[src/rtl/cpu_sequencer.sv]
// Multi-cycle control sequencer for the mos6502 datapath: fetch, decode, absolute operand
// fetch and memory access for LDA #imm, LDA abs, STA abs, JMP abs and NOP.
module cpu_sequencer #(
  parameter int unsigned RESET_CYCLES    = 2,
  parameter bit          HALT_ON_ILLEGAL = 1'b1
) (
  input  logic        clk,
  input  logic        rst_n,
  input  logic        rdy,
  input  logic [7:0]  opcode,
  output logic        il,
  output logic        mw,
  output logic        mm,
  output logic        pc_inc,
  output logic        pc_load,
  output logic        al_lo,
  output logic        al_hi,
  output logic        a_load,
  output logic        a_drive,
  output logic        sync,
  output logic        halt,
  output logic [15:0] instr_cnt
);

  localparam logic IlNoload = 1'b0;
  localparam logic IlLoad   = 1'b1;
  localparam logic MwRead   = 1'b0;
  localparam logic MwWrite  = 1'b1;
  localparam logic MmPcAddr = 1'b0;
  localparam logic MmAAddr  = 1'b1;

  localparam logic [7:0] OpLdaImm = 8'hA9;
  localparam logic [7:0] OpLdaAbs = 8'hAD;
  localparam logic [7:0] OpStaAbs = 8'h8D;
  localparam logic [7:0] OpJmpAbs = 8'h4C;
  localparam logic [7:0] OpNop    = 8'hEA;

  localparam logic [3:0] WaitInit = 4'(RESET_CYCLES - 1);

  typedef enum logic [2:0] {StRst, StFetch, StDec, StAbsh, StMem, StHalt} state_e;

  state_e      state_q, state_d;
  logic [3:0]  wait_q, wait_d;
  logic [15:0] instr_cnt_q;
  logic        done;
  logic        seq_state;
  logic        stall;

  always_comb begin
    state_d   = state_q;
    wait_d    = wait_q;
    done      = 1'b0;
    seq_state = 1'b0;
    il        = IlNoload;
    mw        = MwRead;
    mm        = MmPcAddr;
    pc_inc    = 1'b0;
    pc_load   = 1'b0;
    al_lo     = 1'b0;
    al_hi     = 1'b0;
    a_load    = 1'b0;
    a_drive   = 1'b0;
    sync      = 1'b0;
    halt      = 1'b0;

    case (state_q)
      StRst: begin
        if (wait_q == 4'd0) state_d = StFetch;
        else                wait_d  = wait_q - 4'd1;
      end
      StFetch: begin
        seq_state = 1'b1;
        il        = IlLoad;
        pc_inc    = 1'b1;
        sync      = 1'b1;
        state_d   = StDec;
      end
      StDec: begin
        seq_state = 1'b1;
        case (opcode)
          OpNop: begin
            state_d = StFetch;
            done    = 1'b1;
          end
          OpLdaImm: begin
            a_load  = 1'b1;
            pc_inc  = 1'b1;
            state_d = StFetch;
            done    = 1'b1;
          end
          OpLdaAbs, OpStaAbs, OpJmpAbs: begin
            al_lo   = 1'b1;
            pc_inc  = 1'b1;
            state_d = StAbsh;
          end
          default: begin
            if (HALT_ON_ILLEGAL) begin
              state_d = StHalt;
            end else begin
              state_d = StFetch;
              done    = 1'b1;
            end
          end
        endcase
      end
      StAbsh: begin
        seq_state = 1'b1;
        if (opcode == OpJmpAbs) begin
          pc_load = 1'b1;
          state_d = StFetch;
          done    = 1'b1;
        end else begin
          al_hi   = 1'b1;
          pc_inc  = 1'b1;
          state_d = StMem;
        end
      end
      StMem: begin
        seq_state = 1'b1;
        mm        = MmAAddr;
        if (opcode == OpStaAbs) begin
          mw      = MwWrite;
          a_drive = 1'b1;
        end else begin
          a_load  = 1'b1;
        end
        state_d = StFetch;
        done    = 1'b1;
      end
      StHalt: begin
        halt = 1'b1;
      end
      default: begin
        state_d = StRst;
      end
    endcase

    // A not-ready read cycle repeats unchanged; mm, mw and sync stay visible.
    stall = seq_state && (mw == MwRead) && !rdy;
    if (stall) begin
      il      = IlNoload;
      pc_inc  = 1'b0;
      pc_load = 1'b0;
      al_lo   = 1'b0;
      al_hi   = 1'b0;
      a_load  = 1'b0;
      state_d = state_q;
      done    = 1'b0;
    end
  end

  always_ff @(posedge clk or negedge rst_n) begin
    if (!rst_n) begin
      state_q     <= StRst;
      wait_q      <= WaitInit;
      instr_cnt_q <= 16'd0;
    end else begin
      state_q <= state_d;
      wait_q  <= wait_d;
      if (done) instr_cnt_q <= instr_cnt_q + 16'd1;
    end
  end

  assign instr_cnt = instr_cnt_q;

endmodule

[config.mk]
export PLATFORM = sky130hd
export DESIGN_NAME = cpu_sequencer
export DESIGN_NICKNAME = d
export VERILOG_FILES = /design/src/rtl/cpu_sequencer.sv
export SDC_FILE = /design/constraint.sdc
export NUM_CORES = 1
export LEC_CHECK = 0
export CORE_ASPECT_RATIO = 0.5
export CORE_MARGIN = 2
export CORE_UTILIZATION = 40
export DETAILED_ROUTE_END_ITERATION = 6
export GPL_TIMING_DRIVEN = 0
export PLACE_DENSITY = 0.71
export SYNTH_ARGS = -nofsm -noshare
export SYNTH_HDL_FRONTEND = slang
export SYNTH_SLANG_ARGS = --single-unit
export TNS_END_PERCENT = 1
[constraint.sdc]
create_clock -name clk -period 2.31 [get_ports clk]
set_clock_uncertainty 0.2 [all_clocks]
set_input_delay 0.462 -clock clk [delete_from_list [all_inputs] [get_ports clk]]
set_output_delay 0.462 -clock clk [all_outputs]
set_load 0.1 [all_outputs]
==> results of run 1 <==
## worst max-delay path, cell delays in order
cell	delay, ns
buf_6	0.11
and4bb_4	0.34
nand2_2	0.06
a211oi_2	0.23
a21oi_2	0.07
nor3_4	0.23
buf_12	0.20
## state kept, by name, summed over array words and instances, names as in the netlist
name,count
wait_q,4
state_q,3
instr_cnt,16
## where the power goes
group          switching [mW]  internal [mW]  leakage, nW  total [mW]
clock network           0.135          0.120       0.0255       0.256
registers              0.0567          0.455        0.308       0.512
logic                   0.862          0.332        0.673        1.19
## cell type report
class,count,area share (%)
buffer,6,2.25
clock buffer,3,1.95
clock inverter,1,0.236
inverter,5,0.887
multi-input combinational,112,44.7
sequential,23,27.3
tap,51,3.01
timing repair buffer,43,19.6
## metal layers
metal  wire length (um)  GRT usage [%]
met5                  0              0
met4                 19           4.18
met3                143           2.87
met2               1540           29.9
met1               1560           22.3
## cells in the mapped netlist (2+ instances only)
| master | number | area share [%] |
|---|---|---|
| and4_1 | 3 | 1.8 |
| o21ai_0 | 5 | 1.7 |
| nor4_1 | 3 | 1.3 |
| nor4_2 | 4 | 3.4 |
| nor3b_1 | 2 | 1.0 |
| ha_1 | 2 | 1.7 |
| nor2b_1 | 2 | 0.86 |
| and4bb_2 | 3 | 2.6 |
| and3b_1 | 2 | 1.2 |
| nor4b_1 | 3 | 1.8 |
| xor2_1 | 15 | 9.0 |
| buf_4 | 2 | 1.0 |
| buf_2 | 2 | 0.69 |
| mux2_2 | 2 | 1.5 |
| dfrtp_1 | 22 | 38 |
| nor2_1 | 7 | 1.8 |
| inv_1 | 5 | 1.3 |
| nand3_1 | 5 | 1.7 |
| a21oi_1 | 4 | 1.4 |
| nand2_1 | 11 | 2.8 |
| nand4_1 | 2 | 0.86 |
| nor3_1 | 12 | 4.1 |
| xnor2_1 | 2 | 1.2 |
| and2_1 | 4 | 1.7 |
## stage by stage
| step | TNS, ns | cell area [sq um] | instances |
|---|---|---|---|
| floorplan | -1.48 | 1560 | 146 |
| global placement | -16.49 | 2000 | 234 |
| detailed placement | -16.86 | 2000 | 234 |
| CTS | -0.395 | 2090 | 241 |
| global route | -0.125 | 2120 | 244 |
| finish | -0.0449 | 2120 | 244 |
## logic make-up (layout without fill, tap and decap cells)
| logic type | count (synthesis) | count (layout) |
|---|---|---|
| xor gates and xnor gates | 17 | 17 |
| DFF | 23 | 23 |
| adders and majority gates | 2 | 2 |
| buffers and inverters | 11 | 58 |
| AOI/OAI and AO/OA | 17 | 17 |
| and+or+nand+nor | 73 | 73 |
| muxes | 3 | 3 |
## what timing repair did
item,in CTS,in global routing
endpoints found under the setup margin,38,11
pin swaps,7,7
resized for setup,119,39
setup buffers,3,3
endpoints found under the hold margin,0,0
## worst paths after layout
path	depth (start not counted)	slack, ns	to
max	7	-0.04	pc_inc
min	1	0.26	instr_cnt[15]$_DFFE_PN0P_
max reg2reg	7	0.26	instr_cnt[2]$_DFFE_PN0P_
min reg2reg	1	0.26	instr_cnt[15]$_DFFE_PN0P_
max in group asynchronous	1	0.62	state_q[0]$_DFFE_PN0P_
min in group asynchronous	1	0.57	instr_cnt[5]$_DFFE_PN0P_
==> flow_summary_export.csv, run 1 <==
group,metric,value,unit
run_status,status,"complete, but fails checks",
run_status,failed_checks,"negative setup slack",
global_routing,grt_pass1_vias,1186,
sta,layout_setup_ws,-0.0449,ns
clocking,cts_tree,"done",
layout,layout_commonest_cell,"dfrtp_1",
layout,seq_area,578,sq um
logic_synthesis,ys.flop_type,"dfrtp_1",
place,place_congestion,0.805,
global_routing,grt_pass1_wl,5430,um
global_routing,gr-total-overflow,0,
place,port_buffers,37,
logic_synthesis,synth_edf_count,0,
sta,rsz0062_at_grt,"true",
logic_synthesis,synth_fp_nets,159,
power,power,1.96,mW
sta,fin_crit,2.35,ns
worst_setup_path,crit_required,1.65,ns
power,power.leakage,1.01,nW
worst_setup_path,start_kind,"input port",
clocking,root_buffer,"clkbuf_8",
sta,whs,0.265,ns
logic_synthesis,syn_inst,146,
logic_synthesis,synth_mux_area_share,2.23,%
route,num_vias,1300,
layout,drive_above_1_share,38.9,%
sta,setup_violations,1,
sta,slew_headroom,28.1,%
place,hpwl,2330,um
route,firstDrtPassIters,4,
min_path,hp-class,"reg -> reg",
floorplan,core-area,3470,sq um
layout,multi_input_area,947,sq um
layout,final_util,61.0,%
layout,fill_cells,309,
layout,diodes,0,
worst_setup_path,worstPathMaxFanout,6,
worst_setup_path,r2r-start,"state_q[2]$_DFFE_PN0P_",
logic_synthesis,ys_warn_count,0,
floorplan,fp.dieH,46.7,um
logic_synthesis,ys_types,46,
logic_synthesis,synth_area,1460,sq um
clocking,clk_latency,0.26,ns
floorplan,start_util,42.1,%
worst_setup_path,critPathKind,"in -> out",
logic_synthesis,syn_area_per_cell,10.0,sq um
route,drt_iter0_drc,52,
route,post_drt_via_cell_ratio,5.33,
clocking,path_clk_slew,0.09,ns
power,irDropWorstVdd,1.03,mV
floorplan,die-area,4180,sq um
logic_synthesis,synth-xor-area-share,10.2,%
sta,finalCritPeriodShare,102,%
worst_setup_path,end_kind,"output port",
clocking,cts_sinks,23,
power,p_per_area,927,nW/um^2
clocking,h-tree-depth,1,
logic_synthesis,synth_fa_ha_area_share,1.71,%
logic_synthesis,async_flop_share,100,%
clocking,cts_buffers,3,
logic_synthesis,synth_top_family_by_area,"simple AND/OR/NAND/NOR gates",
route,drt-wirelength-per-cell,13.4,um
floorplan,die_w,89.4,um
global_routing,antenna_found_initial,0,
logic_synthesis,yosys.area_share.simple,33.6,%
route,ant_nets,0,
run,drv_cap,0,
layout,mostFrequentLayoutCells,"dfrtp_1, xor2_1, dlygate4sd2_1, nand2_1, buf_4",
worst_setup_path,cp_data_arrival_time,1.69,ns
layout,fin_nets,207,
floorplan,ios,38,
floorplan,placement_rows,15,
clocking,cts_buffer_depth,2,
clocking,postCtsHoldBufs,0,
sta,slew_violations,0,
layout,area_growth,45.0,%
worst_setup_path,startpoint,"opcode[6]",
place,pre_cts_ws,-1.47,ns
route,drc_errors,0,
global_routing,grt_max_degree,24,
sta,max_freq,425,MHz
sta,worstMarginPinSlew,1.07,ns
sta,hold_violations,0,
logic_synthesis,synth_compound_area_share,8.74,%
logic_synthesis,ys_ff_latch,23,
logic_synthesis,ys_seq_area_share,39.5,%
route,routed_wl,3270,um
global_routing,grt.total_usage,17.0,%
min_path,min_from,"instr_cnt[15]$_DFFE_PN0P_",
(Power assumes the default switching activity.)
==> run 2, diff against run 1 <==
ABC_AREA = 1   (was unset)
CAP_MARGIN = 15   (was unset)
PLACE_DENSITY = 0.69   (was 0.71)
SETUP_SLACK_MARGIN = 0.02   (was unset)
==> run 2 against run 1 <==
  * The flow still finishes with violations (negative setup slack)
  * Clock power grew 2%
  * First-iteration DRC count is 98% higher
  * Global-route usage up 1.1 points
  * Critical path depth is 3 higher
  * Register-to-register slack gained 0.13 ns
  * Final cell count up 49%
  * Clock-buffer cell count unchanged
  * Sequential power up 4.7%
  * Setup slack worse by 0.068 ns
  * Critical endpoint is now al_hi
  * Largest cell class unchanged
  * Largest power group unchanged
==> flow_summary_export.csv, run 2 <==
group,metric,value,unit
run_status,status,"complete, but fails checks",
run_status,failed_checks,"negative setup slack",
logic_synthesis,syn_inst,247,
layout,largest_register_ffs,16,
route,ant_nets,0,
place,dp_cells,338,
route,post_drt_via_cell_ratio,4.81,
logic_synthesis,synth_area_leader_cell,"dfrtp_1",
route,num_vias,1751,
route,firstDrtPassIters,4,
clocking,cts_buffer_depth,2,
worst_setup_path,cp_data_arrival_time,1.76,ns
floorplan,placement_rows,16,
power,clkPwrFrac,11.3,%
clocking,clk_latency,0.27,ns
place,hpwl,2890,um
worst_setup_path,critPathKind,"reg -> out",
route,routed_wl,4360,um
layout,diodes,0,
clocking,cts_sinks,23,
logic_synthesis,synth_mux_area_share,0,%
logic_synthesis,yosys.area_share.simple,46.6,%
global_routing,gr-total-overflow,0,
power,switchingPower,1.27,mW
logic_synthesis,ys_warn_count,0,
logic_synthesis,synth_common_cells,"nand2_1, nor2_1, nand3_1",
place,port_buffers,37,
sta,setup_tns,-0.375,ns
run,drv_cap,0,
sta,worstMarginPinSlew,0.960,ns
layout,drive_above_1_share,31.6,%
power,power.share.combinational,65.7,%
logic_synthesis,ys.flop_type,"dfrtp_1",
sta,slew_violations,0,
power,switching_share,54.5,%
global_routing,grt.total_usage,18.1,%
clocking,path_clk_slew,0.09,ns
sta,layout_setup_ws,-0.112,ns
power,power_frac_seq,23.1,%
power,p_per_area,913,nW/um^2
floorplan,die-area,4790,sq um
worst_setup_path,critPathCapture,"al_hi",
floorplan,core-area,3980,sq um
power,p_int,1.06,mW
sta,whs,0.291,ns
logic_synthesis,synth_fa_ha_area_share,1.48,%
logic_synthesis,synth_fp_nets,260,
min_path,worstHoldPathCells,1,
min_path,hp-class,"reg -> reg",
logic_synthesis,async_flop_share,100,%
power,irDropWorstVdd,1.25,mV
logic_synthesis,synth_edf_count,0,
layout,seq_area,578,sq um
logic_synthesis,ys_types,28,
power,power.leakage,1.25,nW
worst_setup_path,crit_required,1.65,ns
floorplan,fp.dieH,50.0,um
route,drt-wirelength-per-cell,12.0,um
logic_synthesis,syn_area_per_cell,6.84,sq um
layout,layout_commonest_cell,"nand2_1",
layout,fill_cells,350,
logic_synthesis,synthTopCellsByArea,"dfrtp_1, nand2_1, nand3_1, nor2_1, xnor2_1",
sta,rsz0062_at_grt,"true",
worst_setup_path,start_kind,"register",
worst_setup_path,end_kind,"output port",
worst_setup_path,startpoint,"state_q[1]$_DFFE_PN0P_",
clocking,cts_buffers,3,
sta,max_freq,413,MHz
worst_setup_path,r2r-start,"wait_q[0]$_DFFE_PN1P_",
logic_synthesis,synth_compound_area_share,1.19,%
floorplan,ios,38,
route,drt_iter0_drc,103,
layout,area_growth,50.8,%
logic_synthesis,ys_ff_latch,23,
global_routing,grt_pass1_vias,1515,
sta,slew_headroom,36.3,%
floorplan,start_util,42.4,%
logic_synthesis,synth_area,1690,sq um
sta,fin_crit,2.42,ns
clocking,root_buffer,"clkbuf_8",
route,drc_errors,0,
layout,final_cells,364,
global_routing,antenna_found_initial,0,
worst_setup_path,reg2reg_depth,9,
global_routing,grt_max_degree,24,
layout,final_util,63.9,%
floorplan,die_w,95.9,um
sta,hold_violations,0,
worst_setup_path,worstPathMaxFanout,4,
worst_setup_path,r2r_slack,0.39,ns
logic_synthesis,synth_top_cell_area_share,32.6,%
global_routing,grt_pass1_wl,6770,um
logic_synthesis,synth_top_family_by_area,"simple AND/OR/NAND/NOR gates",
layout,mostFrequentLayoutCells,"nand2_1, nand3_1, buf_4, dfrtp_1, nor2_1",
worst_setup_path,reg2reg_to,"state_q[0]$_DFFE_PN0P_",
layout,fin_nets,324,
logic_synthesis,synth-xor-area-share,7.26,%
logic_synthesis,yosys.cell_count.top_type,"nand2_1",
sta,setup_violations,6,
layout,multi_input_area,1100,sq um
clocking,h-tree-depth,1,
power,power,2.32,mW
logic_synthesis,ys_seq_area_share,34.1,%
place,place_congestion,0.825,
clocking,cts_tree,"done",
sta,finalCritPeriodShare,105,%
## run 2: worst min path at each step
stage / from / to
3_5_place_dp: wait_q[3]$_DFFE_PN0P_ / wait_q[3]$_DFFE_PN0P_
3_3_place_gp: wait_q[3]$_DFFE_PN0P_ / wait_q[3]$_DFFE_PN0P_
6_report: wait_q[3]$_DFFE_PN0P_ / wait_q[3]$_DFFE_PN0P_
2_1_floorplan: rst_n / instr_cnt[0]$_DFFE_PN0P_
4_1_cts: wait_q[3]$_DFFE_PN0P_ / wait_q[3]$_DFFE_PN0P_
5_1_grt: wait_q[3]$_DFFE_PN0P_ / wait_q[3]$_DFFE_PN0P_
## run 2: worst max-delay path, cell delays in order (launching register included)
cell        delay (ns)
dfrtp_1           0.40
inv_2             0.09
nand2_1           0.14
nand2_1           0.10
nand2_1           0.07
nand2_2           0.08
nand3_4           0.10
buf_6             0.15
nand3_2           0.08
clkinvlp_4        0.11
buf_12            0.17
## run 2: cell families (layout without fill, tap and decap cells)
group,count (synthesis),after routing
buffers and inverters,35,98
flip-flops,23,23
adder cells (fa/ha/maj),2,2
AND/OR/NAND/NOR,169,169
AO/OA/AOI/OAI,4,4
XOR/XNOR,14,14
## run 2: power by group through the flow
stage | registers (mW) | logic, mW | clock network (mW)
6_report | 0.536 | 1.53 | 0.262
5_1_grt | 0.541 | 1.62 | 0.281
4_1_cts | 0.539 | 1.37 | 0.272
3_5_place_dp | 0.546 | 1.27 | 0
3_3_place_gp | 0.546 | 1.26 | 0
2_1_floorplan | 0.740 | 0.808 | 0
## run 2: cell type report
class                           instances  area share (%)
Multi-Input combinational cell        189            43.0
Sequential cell                        23            22.7
Clock inverter                          1           0.196
Buffer                                  5            1.92
Inverter                               30            5.21
Timing Repair Buffer                   59            22.7
Clock buffer                            3            1.62
Tap cell                               54            2.65
## run 2: repair_timing
| item | CTS | global route |
|---|---|---|
| setup endpoints to repair | 27 | 21 |
| setup buffers | 5 | 16 |
| hold buffers | 0 | 0 |
| gates resized for setup | 117 | 46 |
| pin swaps | 8 | 12 |
## run 2: stage by stage
stage / setup WS (ns) / cell area, sq um
2_1_floorplan: -0.413 / 1740
3_3_place_gp: -1.40 / 2180
3_5_place_dp: -1.44 / 2180
4_1_cts: -0.186 / 2340
5_1_grt: -0.192 / 2550
6_report: -0.112 / 2550
## run 2: routing by layer
layer	routed length, um	vias to the layer above	GRT usage, %	share of wire (%)
met1	1980	809	23.8	45
met3	160	8	4.43	3.7
met5	0	-	0	0
li1	-	893	-	-
met4	82	0	4.76	1.9
met2	2140	41	29.6	49
